**config.mk**
```make
export PLATFORM = sky130hd
export DESIGN_NAME = tx_packet_scheduler_flat
export DESIGN_NICKNAME = d
export VERILOG_FILES = /design/src/rtl/tx_packet_scheduler_if.sv /design/src/rtl/tx_packet_scheduler.sv /design/src/flat_wrapper.sv
export SDC_FILE = /design/constraint.sdc
export NUM_CORES = 1
export LEC_CHECK = 0
export ABC_AREA = 1
export CAP_MARGIN = 20
export CELL_PAD_IN_SITES_DETAIL_PLACEMENT = 1
export CELL_PAD_IN_SITES_GLOBAL_PLACEMENT = 2
export CORE_UTILIZATION = 25
export DETAILED_ROUTE_END_ITERATION = 7
export MAX_ROUTING_LAYER = met4
export PLACE_DENSITY_LB_ADDON = 0.1
export SKIP_CTS_REPAIR_TIMING = 1
export SLEW_MARGIN = 20
export SYNTH_ARGS = -nofsm -noshare
export SYNTH_HDL_FRONTEND = slang
export SYNTH_SLANG_ARGS = --single-unit
```
**constraint.sdc**
```tcl
create_clock -name clk -period 1.9 [get_ports clk]
set_clock_uncertainty 0.1 [all_clocks]
set_input_delay 0.38 -clock clk [delete_from_list [all_inputs] [get_ports clk]]
set_output_delay 0.38 -clock clk [all_outputs]
set_load 0.05 [all_outputs]
```
**src/rtl/tx_packet_scheduler_if.sv**
```systemverilog
// ---------------------------------------------------------------------------
// tx_packet_scheduler_if
// Bundles the request side (handshake + data requests), the TX FSM status
// flags and the scheduler outputs into one connection.
//   master : the scheduler itself (consumes requests/status, drives launch,
//            grant, completion and status outputs)
//   slave  : the surrounding environment (request sources + TX FSM)
// Signals:
//   hs_req/hs_type        handshake request, type 01 ACK 10 NAK 11 STALL
//   data_req/data_len     data-packet request and payload size (0..64)
//   buff_occ              TX buffer occupancy in bytes
//   TX_Transfer_Active    TX FSM busy flag
//   TX_Error              TX FSM error flag
//   TX_packet/tx_start    packet type and one-cycle launch strobe
//   hs_gnt/data_gnt       one-cycle grant pulses
//   hs_done/data_done     one-cycle clean-completion pulses
//   tx_err/timeout/busy   error pulse, sticky start timeout, non-idle flag
// ---------------------------------------------------------------------------
interface tx_packet_scheduler_if;
   logic       hs_req;
   logic [1:0] hs_type;
   logic       data_req;
   logic [6:0] data_len;
   logic [6:0] buff_occ;
   logic       TX_Transfer_Active;
   logic       TX_Error;
   logic [1:0] TX_packet;
   logic       tx_start;
   logic       hs_gnt;
   logic       data_gnt;
   logic       hs_done;
   logic       data_done;
   logic       tx_err;
   logic       timeout;
   logic       busy;

   modport master (
      input  hs_req, hs_type, data_req, data_len, buff_occ,
             TX_Transfer_Active, TX_Error,
      output TX_packet, tx_start, hs_gnt, data_gnt, hs_done, data_done,
             tx_err, timeout, busy
   );

   modport slave (
      output hs_req, hs_type, data_req, data_len, buff_occ,
             TX_Transfer_Active, TX_Error,
      input  TX_packet, tx_start, hs_gnt, data_gnt, hs_done, data_done,
             tx_err, timeout, busy
   );
endinterface

```
**src/rtl/tx_packet_scheduler.sv**
```systemverilog
// ---------------------------------------------------------------------------
// tx_packet_scheduler
// Arbitrates handshake vs data packet requests, launches one packet at a
// time into the TX FSM and tracks it to completion, with a start timeout,
// a minimum inter-packet gap and data anti-starvation.
// Ports:
//   clk    rising-edge system clock
//   n_rst  synchronous active-low reset
//   bus    tx_packet_scheduler_if.master (requests, TX status, outputs)
// Parameters:
//   START_TIMEOUT  cycles allowed from tx_start until TX_Transfer_Active
//   GAP_CYCLES     idle cycles after every packet end/error (0 = none)
//   MAX_HS_STREAK  handshake grants allowed while eligible data waits
// ---------------------------------------------------------------------------
module tx_packet_scheduler #(
   parameter int START_TIMEOUT = 16,
   parameter int GAP_CYCLES    = 4,
   parameter int MAX_HS_STREAK = 3
) (
   input  logic                   clk,
   input  logic                   n_rst,
   tx_packet_scheduler_if.master  bus
);

   typedef enum logic [2:0] {
      S_IDLE,
      S_WAIT_ACTIVE,
      S_ACTIVE,
      S_DONE,
      S_ERR,
      S_GAP
   } state_t;

   localparam logic [7:0] L_TIMER_LAST = 8'(START_TIMEOUT - 1);
   localparam logic [7:0] L_GAP        = 8'(GAP_CYCLES);
   localparam logic [3:0] L_STREAK_MAX = 4'(MAX_HS_STREAK);

   state_t     r_state;
   logic [7:0] r_timer;
   logic [7:0] r_gap;
   logic [3:0] r_streak;
   logic [1:0] r_pkt;
   logic       r_start;
   logic       r_hs_gnt;
   logic       r_data_gnt;
   logic       r_hs_done;
   logic       r_data_done;
   logic       r_err;
   logic       r_timeout;
   logic       r_busy;

   logic w_hs_valid;
   logic w_data_elig;
   logic w_streak_full;
   logic w_grant_hs;
   logic w_grant_data;

   assign w_hs_valid    = bus.hs_req && (bus.hs_type != 2'b00);
   assign w_data_elig   = bus.data_req && (bus.data_len <= 7'd64) &&
                          (bus.buff_occ >= bus.data_len);
   assign w_streak_full = (r_streak == L_STREAK_MAX);

   // Data only beats a valid handshake once the handshake streak is full.
   assign w_grant_data  = (r_state == S_IDLE) && w_data_elig &&
                          (!w_hs_valid || w_streak_full);
   assign w_grant_hs    = (r_state == S_IDLE) && w_hs_valid && !w_grant_data;

   always_ff @(posedge clk) begin
      if (!n_rst) begin
         r_state     <= S_IDLE;
         r_timer     <= '0;
         r_gap       <= '0;
         r_streak    <= '0;
         r_pkt       <= '0;
         r_start     <= 1'b0;
         r_hs_gnt    <= 1'b0;
         r_data_gnt  <= 1'b0;
         r_hs_done   <= 1'b0;
         r_data_done <= 1'b0;
         r_err       <= 1'b0;
         r_timeout   <= 1'b0;
         r_busy      <= 1'b0;
      end else begin
         r_start     <= 1'b0;
         r_hs_gnt    <= 1'b0;
         r_data_gnt  <= 1'b0;
         r_hs_done   <= 1'b0;
         r_data_done <= 1'b0;
         r_err       <= 1'b0;

         if (!bus.data_req || w_grant_data) begin
            r_streak <= '0;
         end else if (w_grant_hs && !w_streak_full) begin
            r_streak <= r_streak + 4'd1;
         end

         case (r_state)
            S_IDLE: begin
               if (w_grant_hs || w_grant_data) begin
                  r_start    <= 1'b1;
                  r_hs_gnt   <= w_grant_hs;
                  r_data_gnt <= w_grant_data;
                  r_pkt      <= w_grant_hs ? bus.hs_type : 2'b00;
                  r_timer    <= '0;
                  r_timeout  <= 1'b0;
                  r_busy     <= 1'b1;
                  r_state    <= S_WAIT_ACTIVE;
               end
            end

            S_WAIT_ACTIVE: begin
               r_timer <= r_timer + 8'd1;
               if (bus.TX_Error) begin
                  r_err   <= 1'b1;
                  r_state <= S_ERR;
               end else if (bus.TX_Transfer_Active) begin
                  r_state <= S_ACTIVE;
               end else if (r_timer == L_TIMER_LAST) begin
                  r_err     <= 1'b1;
                  r_timeout <= 1'b1;
                  r_state   <= S_ERR;
               end
            end

            S_ACTIVE: begin
               if (bus.TX_Error) begin
                  r_err   <= 1'b1;
                  r_state <= S_ERR;
               end else if (!bus.TX_Transfer_Active) begin
                  // DATA is the only type encoded as 00.
                  r_hs_done   <= (r_pkt != 2'b00);
                  r_data_done <= (r_pkt == 2'b00);
                  r_state     <= S_DONE;
               end
            end

            S_DONE, S_ERR: begin
               r_gap <= L_GAP;
               if (GAP_CYCLES == 0) begin
                  r_busy  <= 1'b0;
                  r_state <= S_IDLE;
               end else begin
                  r_state <= S_GAP;
               end
            end

            S_GAP: begin
               r_gap <= r_gap - 8'd1;
               if (r_gap <= 8'd1) begin
                  r_busy  <= 1'b0;
                  r_state <= S_IDLE;
               end
            end

            default: begin
               r_busy  <= 1'b0;
               r_state <= S_IDLE;
            end
         endcase
      end
   end

   assign bus.TX_packet = r_pkt;
   assign bus.tx_start  = r_start;
   assign bus.hs_gnt    = r_hs_gnt;
   assign bus.data_gnt  = r_data_gnt;
   assign bus.hs_done   = r_hs_done;
   assign bus.data_done = r_data_done;
   assign bus.tx_err    = r_err;
   assign bus.timeout   = r_timeout;
   assign bus.busy      = r_busy;

endmodule

```
**src/flat_wrapper.sv**
```systemverilog
// flat-port wrapper written by rule: the top's interface ports become plain ports
module tx_packet_scheduler_flat 
#(
   parameter int START_TIMEOUT = 16,
   parameter int GAP_CYCLES    = 4,
   parameter int MAX_HS_STREAK = 3
)
  (clk, n_rst, bus_hs_req, bus_hs_type, bus_data_req, bus_data_len, bus_buff_occ, bus_TX_Transfer_Active, bus_TX_Error, bus_TX_packet, bus_tx_start, bus_hs_gnt, bus_data_gnt, bus_hs_done, bus_data_done, bus_tx_err, bus_timeout, bus_busy);
  tx_packet_scheduler_if bus_i ();
  input  logic clk;
  input  logic n_rst;
  input wire logic [$bits(bus_i.hs_req)-1:0] bus_hs_req;
  input wire logic [$bits(bus_i.hs_type)-1:0] bus_hs_type;
  input wire logic [$bits(bus_i.data_req)-1:0] bus_data_req;
  input wire logic [$bits(bus_i.data_len)-1:0] bus_data_len;
  input wire logic [$bits(bus_i.buff_occ)-1:0] bus_buff_occ;
  input wire logic [$bits(bus_i.TX_Transfer_Active)-1:0] bus_TX_Transfer_Active;
  input wire logic [$bits(bus_i.TX_Error)-1:0] bus_TX_Error;
  output wire logic [$bits(bus_i.TX_packet)-1:0] bus_TX_packet;
  output wire logic [$bits(bus_i.tx_start)-1:0] bus_tx_start;
  output wire logic [$bits(bus_i.hs_gnt)-1:0] bus_hs_gnt;
  output wire logic [$bits(bus_i.data_gnt)-1:0] bus_data_gnt;
  output wire logic [$bits(bus_i.hs_done)-1:0] bus_hs_done;
  output wire logic [$bits(bus_i.data_done)-1:0] bus_data_done;
  output wire logic [$bits(bus_i.tx_err)-1:0] bus_tx_err;
  output wire logic [$bits(bus_i.timeout)-1:0] bus_timeout;
  output wire logic [$bits(bus_i.busy)-1:0] bus_busy;
  assign bus_i.hs_req = bus_hs_req;
  assign bus_i.hs_type = bus_hs_type;
  assign bus_i.data_req = bus_data_req;
  assign bus_i.data_len = bus_data_len;
  assign bus_i.buff_occ = bus_buff_occ;
  assign bus_i.TX_Transfer_Active = bus_TX_Transfer_Active;
  assign bus_i.TX_Error = bus_TX_Error;
  assign bus_TX_packet = bus_i.TX_packet;
  assign bus_tx_start = bus_i.tx_start;
  assign bus_hs_gnt = bus_i.hs_gnt;
  assign bus_data_gnt = bus_i.data_gnt;
  assign bus_hs_done = bus_i.hs_done;
  assign bus_data_done = bus_i.data_done;
  assign bus_tx_err = bus_i.tx_err;
  assign bus_timeout = bus_i.timeout;
  assign bus_busy = bus_i.busy;
  tx_packet_scheduler #(.START_TIMEOUT(START_TIMEOUT), .GAP_CYCLES(GAP_CYCLES), .MAX_HS_STREAK(MAX_HS_STREAK)) u_core (.clk(clk), .n_rst(n_rst), .bus(bus_i));
endmodule
```
Word level (Yosys, flattened, before mapping). Cells that the tools add are included.

Bits in registers: 33. Input port bits: 22. Logic and storage cells: 94.

$add $sub $neg: 3. Order comparisons: 3. Equal/unequal tests: 14. Mux-type cells: 26. Bitwise logic cells: 3. Reductions and logical operators: 32.

Operators with widths (count): one-hot mux 8 bit (2 select lines) (2); 2-to-1 mux 3 bit (7); one-hot mux 3 bit (5 select lines) (1); 2-to-1 mux 1 bit (11); adder 8 x 1 -> 8 bit, second input constant (1); equality test 8 x 4 -> 1 bit, second input constant (1); less-or-equal comparator 8 x 1 -> 1 bit, second input constant (1); logical AND 1 bit (8); 2-to-1 mux 8 bit (1); nonzero test 2 bit (4); OR reduction 4 bit (2); subtractor 8 x 1 -> 8 bit, second input constant (1); greater-or-equal comparator 7 bit (1); less-or-equal comparator 7 bit, second input constant (1); equality test 3 x 2 -> 1 bit, second input constant (2); equality test 3 bit, second input constant (2); inequality test 2 bit, second input constant (3); AND reduction 2 bit (3); AND reduction 3 bit (2); AND reduction 5 bit (1); adder 4 x 1 -> 4 bit, second input constant (1); equality test 4 x 2 -> 1 bit, second input constant (1); logical NOT 1 bit (4); inequality test 2 x 1 -> 1 bit, second input constant (2); other kinds (12) (18).

Logic depth before layout (Yosys ltp). Gate-level depths: netlist of run 1.

Word-level depth: 10. Mapped depth: 14. Depth with buffers taken out: 14.

Least setup slack after synthesis of run 1. Ideal clock, no wire load.

Path type: input to register. From: input bus_data_len[6]. To: register u_core.r_streak[0]. Arrival: 1.585 ns. Slack: 0.146 ns. Cell stages on the path: 10. Path through: inv_1 > ha_1 > a21oi_1 > nand2_1 > nor2_1 > nand2_1 > nand3_4 > nand3_2 > or2_1 > a21oi_1.

Cells in the longest elaborated chain, start to end: 8. Elaborated cells between the ends (all ways): 11.

RTL lines: start, declared (line flat_wrapper.sv:15) `input wire logic [$bits(bus_i.data_len)-1:0] bus_data_len;`; less-or-equal comparator 7 bit (line tx_packet_scheduler.sv:59) `assign w_data_elig = bus.data_req && (bus.data_len <= 7'd64) &&`; logical AND 1 bit (line tx_packet_scheduler.sv:59); logical AND 1 bit * (line tx_packet_scheduler.sv:59); logical AND 1 bit * (2 in series) (line tx_packet_scheduler.sv:64) `assign w_grant_data = (r_state == S_IDLE) && w_data_elig &&`; logical NOT 1 bit (line tx_packet_scheduler.sv:66) `assign w_grant_hs = (r_state == S_IDLE) && w_hs_valid && !w_grant_data;`; logical AND 1 bit (line tx_packet_scheduler.sv:66); logical AND 1 bit (line tx_packet_scheduler.sv:93) `end else if (w_grant_hs && !w_streak_full) begin`; end signal, assigned (line tx_packet_scheduler.sv:94) `r_streak <= r_streak + 4'd1;`; end, declared (line tx_packet_scheduler.sv:41) `logic [3:0] r_streak;`.

Every way passes the cells marked *; elsewhere a longest branch is shown, timed or not. A chain may end at the register's enable or synchronous reset.

Worst setup path in the final report of run 1.
From: input bus_buff_occ[4]. To: register u_core.r_timer[4].

Cells in the longest elaborated chain, start to end: 9.

RTL lines: start, declared (line flat_wrapper.sv:16) `input wire logic [$bits(bus_i.buff_occ)-1:0] bus_buff_occ;`; greater-or-equal comparator 7 bit * (line tx_packet_scheduler.sv:60) `(bus.buff_occ >= bus.data_len);`; logical AND 1 bit * (line tx_packet_scheduler.sv:59); logical AND 1 bit * (2 in series) (line tx_packet_scheduler.sv:64); logical NOT 1 bit (line tx_packet_scheduler.sv:66); logical AND 1 bit (line tx_packet_scheduler.sv:66); logical OR 1 bit * (line tx_packet_scheduler.sv:99) `if (w_grant_hs || w_grant_data) begin`; inequality test 2 bit (no line) *; AND reduction 2 bit (no line) *; end signal, assigned (line tx_packet_scheduler.sv:112) `r_timer <= r_timer + 8'd1;`; end, declared (line tx_packet_scheduler.sv:39) `logic [7:0] r_timer;`.

Marked as above.

==> out/metrics.yaml, run 1 <==
synth.top_cells.by_count: "nand2_1, inv_1, nor2_1"
die_w_um: 87.9
end_kind: "flop"
finalWorstSetupSlack_ns: 0.108
synth_seq_cells: 33
die_h_um: 87.9
core_mm2: 0.00694
htreeDepth: 2
drtPass1Iterations: 4
clock_sinks: 33
finalWeightedCongestion: 0.692
fin_area_mm2: 0.00260
port_buffers: 31
layout_min_cycle_time_ns: 1.79
cap_violations: 0
power_leakage_uw: 0.00120
synthToLayoutAreaGrowth_pct: 41.2
synth_compound_area_share_pct: 13.2
cts_tree: "done"
ioPinCount: 32
critical_path_arrival_ns: 1.91
setup_violations: 0
vias_per_cell: 4.39
diodes: 0
synth_area_leader_cell: "dfxtp_1"
fillers: 870
clockBufferDepth: 2
final-max-slew-violation-count: 0
netlist.area_leader.share_pct: 35.8
drive_gt1_share_pct: 24.4
outcome: "finished, final reports clean"
nets: 349
ys_seq_area_share_pct: 35.8
yosysWarnings: 0
clk_latency_ns: 0.28
syn_area_per_cell_um2: 6.91
grt_start_max_net_pins: 16
fmaxAchievable_mhz: 558
grtUsageTotal_pct: 14.1
clk_pin_slew_worst_paths_ns: 0.06
postSynthCellCount: 267
async_reset_ff_share_pct: 0
dp_hpwl_um: 3760
synth_top_family_by_area: "simple AND/OR/NAND/NOR gates"
syn_area_mm2: 0.00184
critPathKind: "in -> reg"
grt_pass1_vias: 1796
antenna_found_initial: 0
wl_per_cell_um: 12.0
synthSimpleGateAreaFrac_pct: 33.8
synthAdderAreaFrac_pct: 7.46
place_area_mm2: 0.00235
min_period_over_period_pct: 94.3
synth_cell_types: 29
worst_pin_slew_ns: 0.381
synth_edf_count: 0
initial_core_util_pct: 26.6
synth_fp_nets: 300
hold_viol: 0
grt_pass1_wl_um: 8090
synth_ff_type: "dfxtp_1"
critPathLaunchType: "primary input"
synthXorXnorAreaFrac_pct: 0.475
numCtsBuffers: 5
cts_root_buf: "clkbuf_8"
synth_area_leaders: "dfxtp_1, nand2_1, inv_1, ha_1, a21oi_1"
drt_iter0_drc: 37
min_path_type: "reg -> reg"
routed_wl_um: 4940
place_ws_ns: -0.541
peakVddDrop_uv: 313
drc: 0
synth.most_common_cell: "nand2_1"
p_per_area_mw_per_mm2: 1020
vias: 1807
worst_hold_slack_ns: 0.347
grt.overflow.total: 0
die-area_mm2: 0.00772
slew-limit-headroom_pct: 74.5
ant_nets: 0
required_ns: 2.02
rows: 30
muxShareOfSynthArea_pct: 0
critPathMaxFanout: 6
-- registers in the layout, indices dropped and copies added (netlist names) --
name / count
u_core.r_gap: 8
u_core.r_timer: 8
u_core.r_streak: 4
u_core.r_state: 3
u_core.bus.TX_packet: 2
u_core.bus.busy: 1
u_core.bus.data_done: 1
u_core.bus.data_gnt: 1
u_core.bus.hs_done: 1
u_core.bus.hs_gnt: 1
u_core.bus.timeout: 1
u_core.bus.tx_err: 1
u_core.bus.tx_start: 1
-- final cells by class --
type	instances	area (um^2)	area share (%)
well taps	96	120	4.61
inverters	42	158	6.05
clock buffers	7	86.3	3.32
flip-flops and latches	33	667	25.6
repair buffers	45	433	16.6
multi-input cells	189	1140	43.8
-- final timing paths --
check                         start           endpoint  slack [ns]  cells past startpoint
hold / removal    u_core.r_timer[0]  u_core.r_timer[0]        0.35                      1
setup reg to reg  u_core.r_timer[0]  u_core.r_state[0]        0.19                     11
setup / recovery    bus_buff_occ[4]  u_core.r_timer[4]        0.11                      9
hold reg to reg   u_core.r_timer[0]  u_core.r_timer[0]        0.35                      1
-- routing by layer --
layer	vias to the layer above	GRT usage [%]	part of all wire, %
met4	0	4.47	0.83
met1	826	16.8	47
met3	2	3.68	3.5
li1	957	-	-
met5	-	-	0
met2	22	23.0	48
-- logic make-up (layout without fill, tap and decap cells) --
kind of cell | count (synthesis) | in the layout
and+or+nand+nor | 134 | 134
buffers and inverters | 45 | 94
AOI/OAI and AO/OA | 43 | 43
DFF | 33 | 33
adders and majority gates | 11 | 11
xor gates and xnor gates | 1 | 1
-- where the power goes --
group	switching, uW	internal, uW
clock	255	288
sequential	101	801
combinational	765	458
-- worst max-delay path, cell delays in order --
cell	delay (ns)
clkdlybuf4s50_1	0.46
ha_2	0.27
nand3_2	0.07
nand3_2	0.09
nand3_4	0.16
nand2_4	0.08
nor2_4	0.18
nand2_1	0.07
a21oi_1	0.13
-- stage by stage --
stage | std cells | setup TNS, ns | total power (uW) | utilization [%]
finish | 412 | 0 | 2670 | 37.5
global route | 412 | -0.00324 | 2920 | 37.5
CTS | 411 | -3.13 | 2640 | 35.0
detailed placement | 404 | -9.35 | 2070 | 33.8
global placement | 404 | -8.57 | 2060 | 33.8
floorplan | 267 | 0 | 1720 | -
-- placed cells by master (no fill, tap or decap), drive strengths merged --
cell type | netlist | layout
nor3 | 8 | 8
dfxtp | 33 | 33
clkbuf | 2 | 7
or2 | 3 | 3
a21oi | 27 | 27
o2111ai | 1 | 1
a211oi | 3 | 3
nand4 | 3 | 3
nand3 | 25 | 25
dlymetal6s2s | 0 | 12
ha | 11 | 11
o21ai | 10 | 10
clkdlybuf4s50 | 0 | 9
nand2 | 58 | 58
buf | 1 | 24
a31o | 1 | 1
xnor2 | 1 | 1
nor2 | 37 | 37
o211ai | 1 | 1
inv | 42 | 42
Power figures use the tool's default switching activity.
==> inputs of run 2 (changes only) <==
Settings changed: HOLD_SLACK_MARGIN set to 0.08.
==> results of run 2 <==
Final layout, timing and power as in run 1 (identical DEF).
==> inputs of run 3 (changes only) <==
Settings changed: CTS_CLUSTER_DIAMETER set to 150.
Clock period 1.9 ns to 1.6 ns, I/O delays scaled along.
==> out/metrics.yaml, run 3 (synthesis results as in run 1) <==
outcome: "complete, but fails checks"
violations: "setup timing"
clock_sinks: 33  # unchanged
whs_path_depth: 4  # +3
p_int_uw: 2060  # +33%
diodes: 0  # unchanged
finalWeightedCongestion: 0.740  # +6.9%
fillers: 825  # -5.2%
ant_nets: 0  # unchanged
critPathMaxFanout: 3  # -3
min_from: "bus_hs_type[1]"
grt_pass1_wl_um: 8820  # +9.0%
fmaxAchievable_mhz: 615
p_sw_share_pct: 42.2  # +0.17 points
initial_core_util_pct: 26.6  # unchanged
wl_per_cell_um: 12.1  # +0.94%
rows: 30  # unchanged
switchingPower_uw: 1500  # +34%
p_comb_share_pct: 51.6  # +5.8 points
vias: 1953  # +8.1%
clk_latency_ns: 0.29  # about the same
wl_met1_um: 2530  # +7.8%
critical_path_arrival_ns: 1.76  # -0.15 ns
critPathKind: "reg -> reg"
antenna_found_initial: 0  # unchanged
ioPinCount: 32  # unchanged
rsz0062_at_grt: "yes"
numCtsBuffers: 5  # unchanged
mostFrequentLayoutCell: "buf_4"
cts_root_buf: "clkbuf_8"
synthToLayoutAreaGrowth_pct: 65.3
clockBufferDepth: 2  # unchanged
setup_tns_ns: -0.0498  # -0.0498 ns
nets: 380  # +8.9%
maxUsedRoutingLayer: "met4"
grtUsageTotal_pct: 15.0  # +0.90 points
die_w_um: 87.9  # unchanged
r2r-start: "u_core.r_timer[1]"
critPathLaunchType: "flop"
min_path_type: "in -> reg"
drc: 0  # unchanged
grt_start_max_net_pins: 12  # -4
rr_worst_depth: 11  # unchanged
core_mm2: 0.00694  # unchanged
worst_pin_slew_ns: 0.349  # -0.0322 ns
peakVddDrop_uv: 460  # +47%
drive_gt1_share_pct: 41.1  # +17 points
min_period_over_period_pct: 102
end_kind: "flop"
setup_violations: 3  # +3
vias_per_cell: 4.40  # +0.29%
pwr-share-seq_pct: 30.5  # -3.3 points
dp_hpwl_um: 3940  # +4.6%
die-area_mm2: 0.00772  # unchanged
cts_tree: "done"
p_per_area_mw_per_mm2: 1170  # +14%
top_regs: "u_core.r_gap x8, u_core.r_timer x8, u_core.r_streak x4"
clk_pin_slew_worst_paths_ns: 0.08  # +0.02 ns
hold_viol: 0  # unchanged
drt_iter0_drc: 22  # -41%
cap_violations: 0  # unchanged
port_buffers: 31  # unchanged
mostFrequentLayoutCells: "buf_4, nand2_1, inv_1"
finalWorstSetupSlack_ns: -0.0263  # -0.134 ns
wl_met2_um: 2630  # +10%
power_leakage_uw: 0.00139  # +16%
slew-limit-headroom_pct: 76.7  # +2.2 points
routed_wl_um: 5380  # +8.8%
htreeDepth: 2  # unchanged
reg2reg_to: "u_core.r_state[0]"
met3_length_um: 145  # -17%
die_h_um: 87.9  # unchanged
grt_pass1_vias: 1919  # +6.8%
grt.overflow.total: 0  # unchanged
holdPathEnd: "u_core.bus.TX_packet[1]"
clkPwrFrac_pct: 18.0  # -2.3 points
power_uw: 3560  # +33%
final-max-slew-violation-count: 0  # unchanged
layout_min_cycle_time_ns: 1.63
drtPass1Iterations: 4  # unchanged
reg2reg_slack_ns: -0.03  # -0.22 ns
required_ns: 1.73  # -0.29 ns
[run 3: worst max-delay path by stage]
stage / cells after the start / from / end / slack (ns)
after floorplan: 10 / bus_data_len[5] / u_core.r_streak[0] / 0.009
after global placement: 12 / bus_data_len[6] / u_core.r_timer[4] / -0.60
after detailed placement: 12 / bus_data_len[6] / u_core.r_timer[4] / -0.65
after CTS: 12 / bus_data_len[6] / u_core.r_timer[4] / -0.35
after global routing: 11 / u_core.r_timer[1] / u_core.r_state[2] / -0.13
final: 11 / u_core.r_timer[1] / u_core.r_state[0] / -0.03
[run 3: per-stage QoR]
stage / cells / hold slack [ns] / utilization [%] / cell area (um^2) / setup WS, ns
after global routing: 444 / 0.281 / 43.9 / 3050 / -0.128
after global placement: 426 / 0.345 / 38.2 / 2650 / -0.601
final: 444 / 0.261 / 43.9 / 3050 / -0.0263
after CTS: 434 / 0.366 / 39.4 / 2740 / -0.351
after detailed placement: 426 / 0.356 / 38.2 / 2650 / -0.650
after floorplan: 267 / 0.331 / - / 1870 / 0.00949
[run 3: critical path, stage by stage (launching register included)]
cell     delay [ns]
dfxtp_2        0.36
ha_4           0.15
nand2_2        0.06
nor2_4         0.13
inv_2          0.06
nor3_4         0.21
nor2_2         0.08
a21oi_4        0.15
nand3_2        0.10
nand2_1        0.07
inv_1          0.04
nor2_1         0.07
[run 3: layer usage]
layer / vias to the layer above / global-route usage (%)
li1: 1021 / -
met1: 895 / 19.6
met2: 28 / 23.9
met3: 9 / 3.11
met4: 0 / 2.68
met5: - / -
[run 3: power groups by stage]
stage          logic, uW  registers [uW]  clock network, uW
5_1_grt             2050            1100                706
3_3_place_gp        1600            1080                  0
6_report            1830            1080                639
4_1_cts             1610            1060                660
2_1_floorplan        902            1150                  0
3_5_place_dp        1600            1080                  0
[run 3: final cells by class]
| class | instances | area, um^2 | area share [%] |
|---|---|---|---|
| clock buffers | 5 | 68.8 | 2.26 |
| clock inverters | 3 | 17.5 | 0.574 |
| inverters | 42 | 168 | 5.50 |
| multi-input cells | 189 | 1240 | 40.7 |
| flip-flops and latches | 33 | 671 | 22.0 |
| well taps | 96 | 120 | 3.94 |
| repair buffers | 76 | 763 | 25.0 |
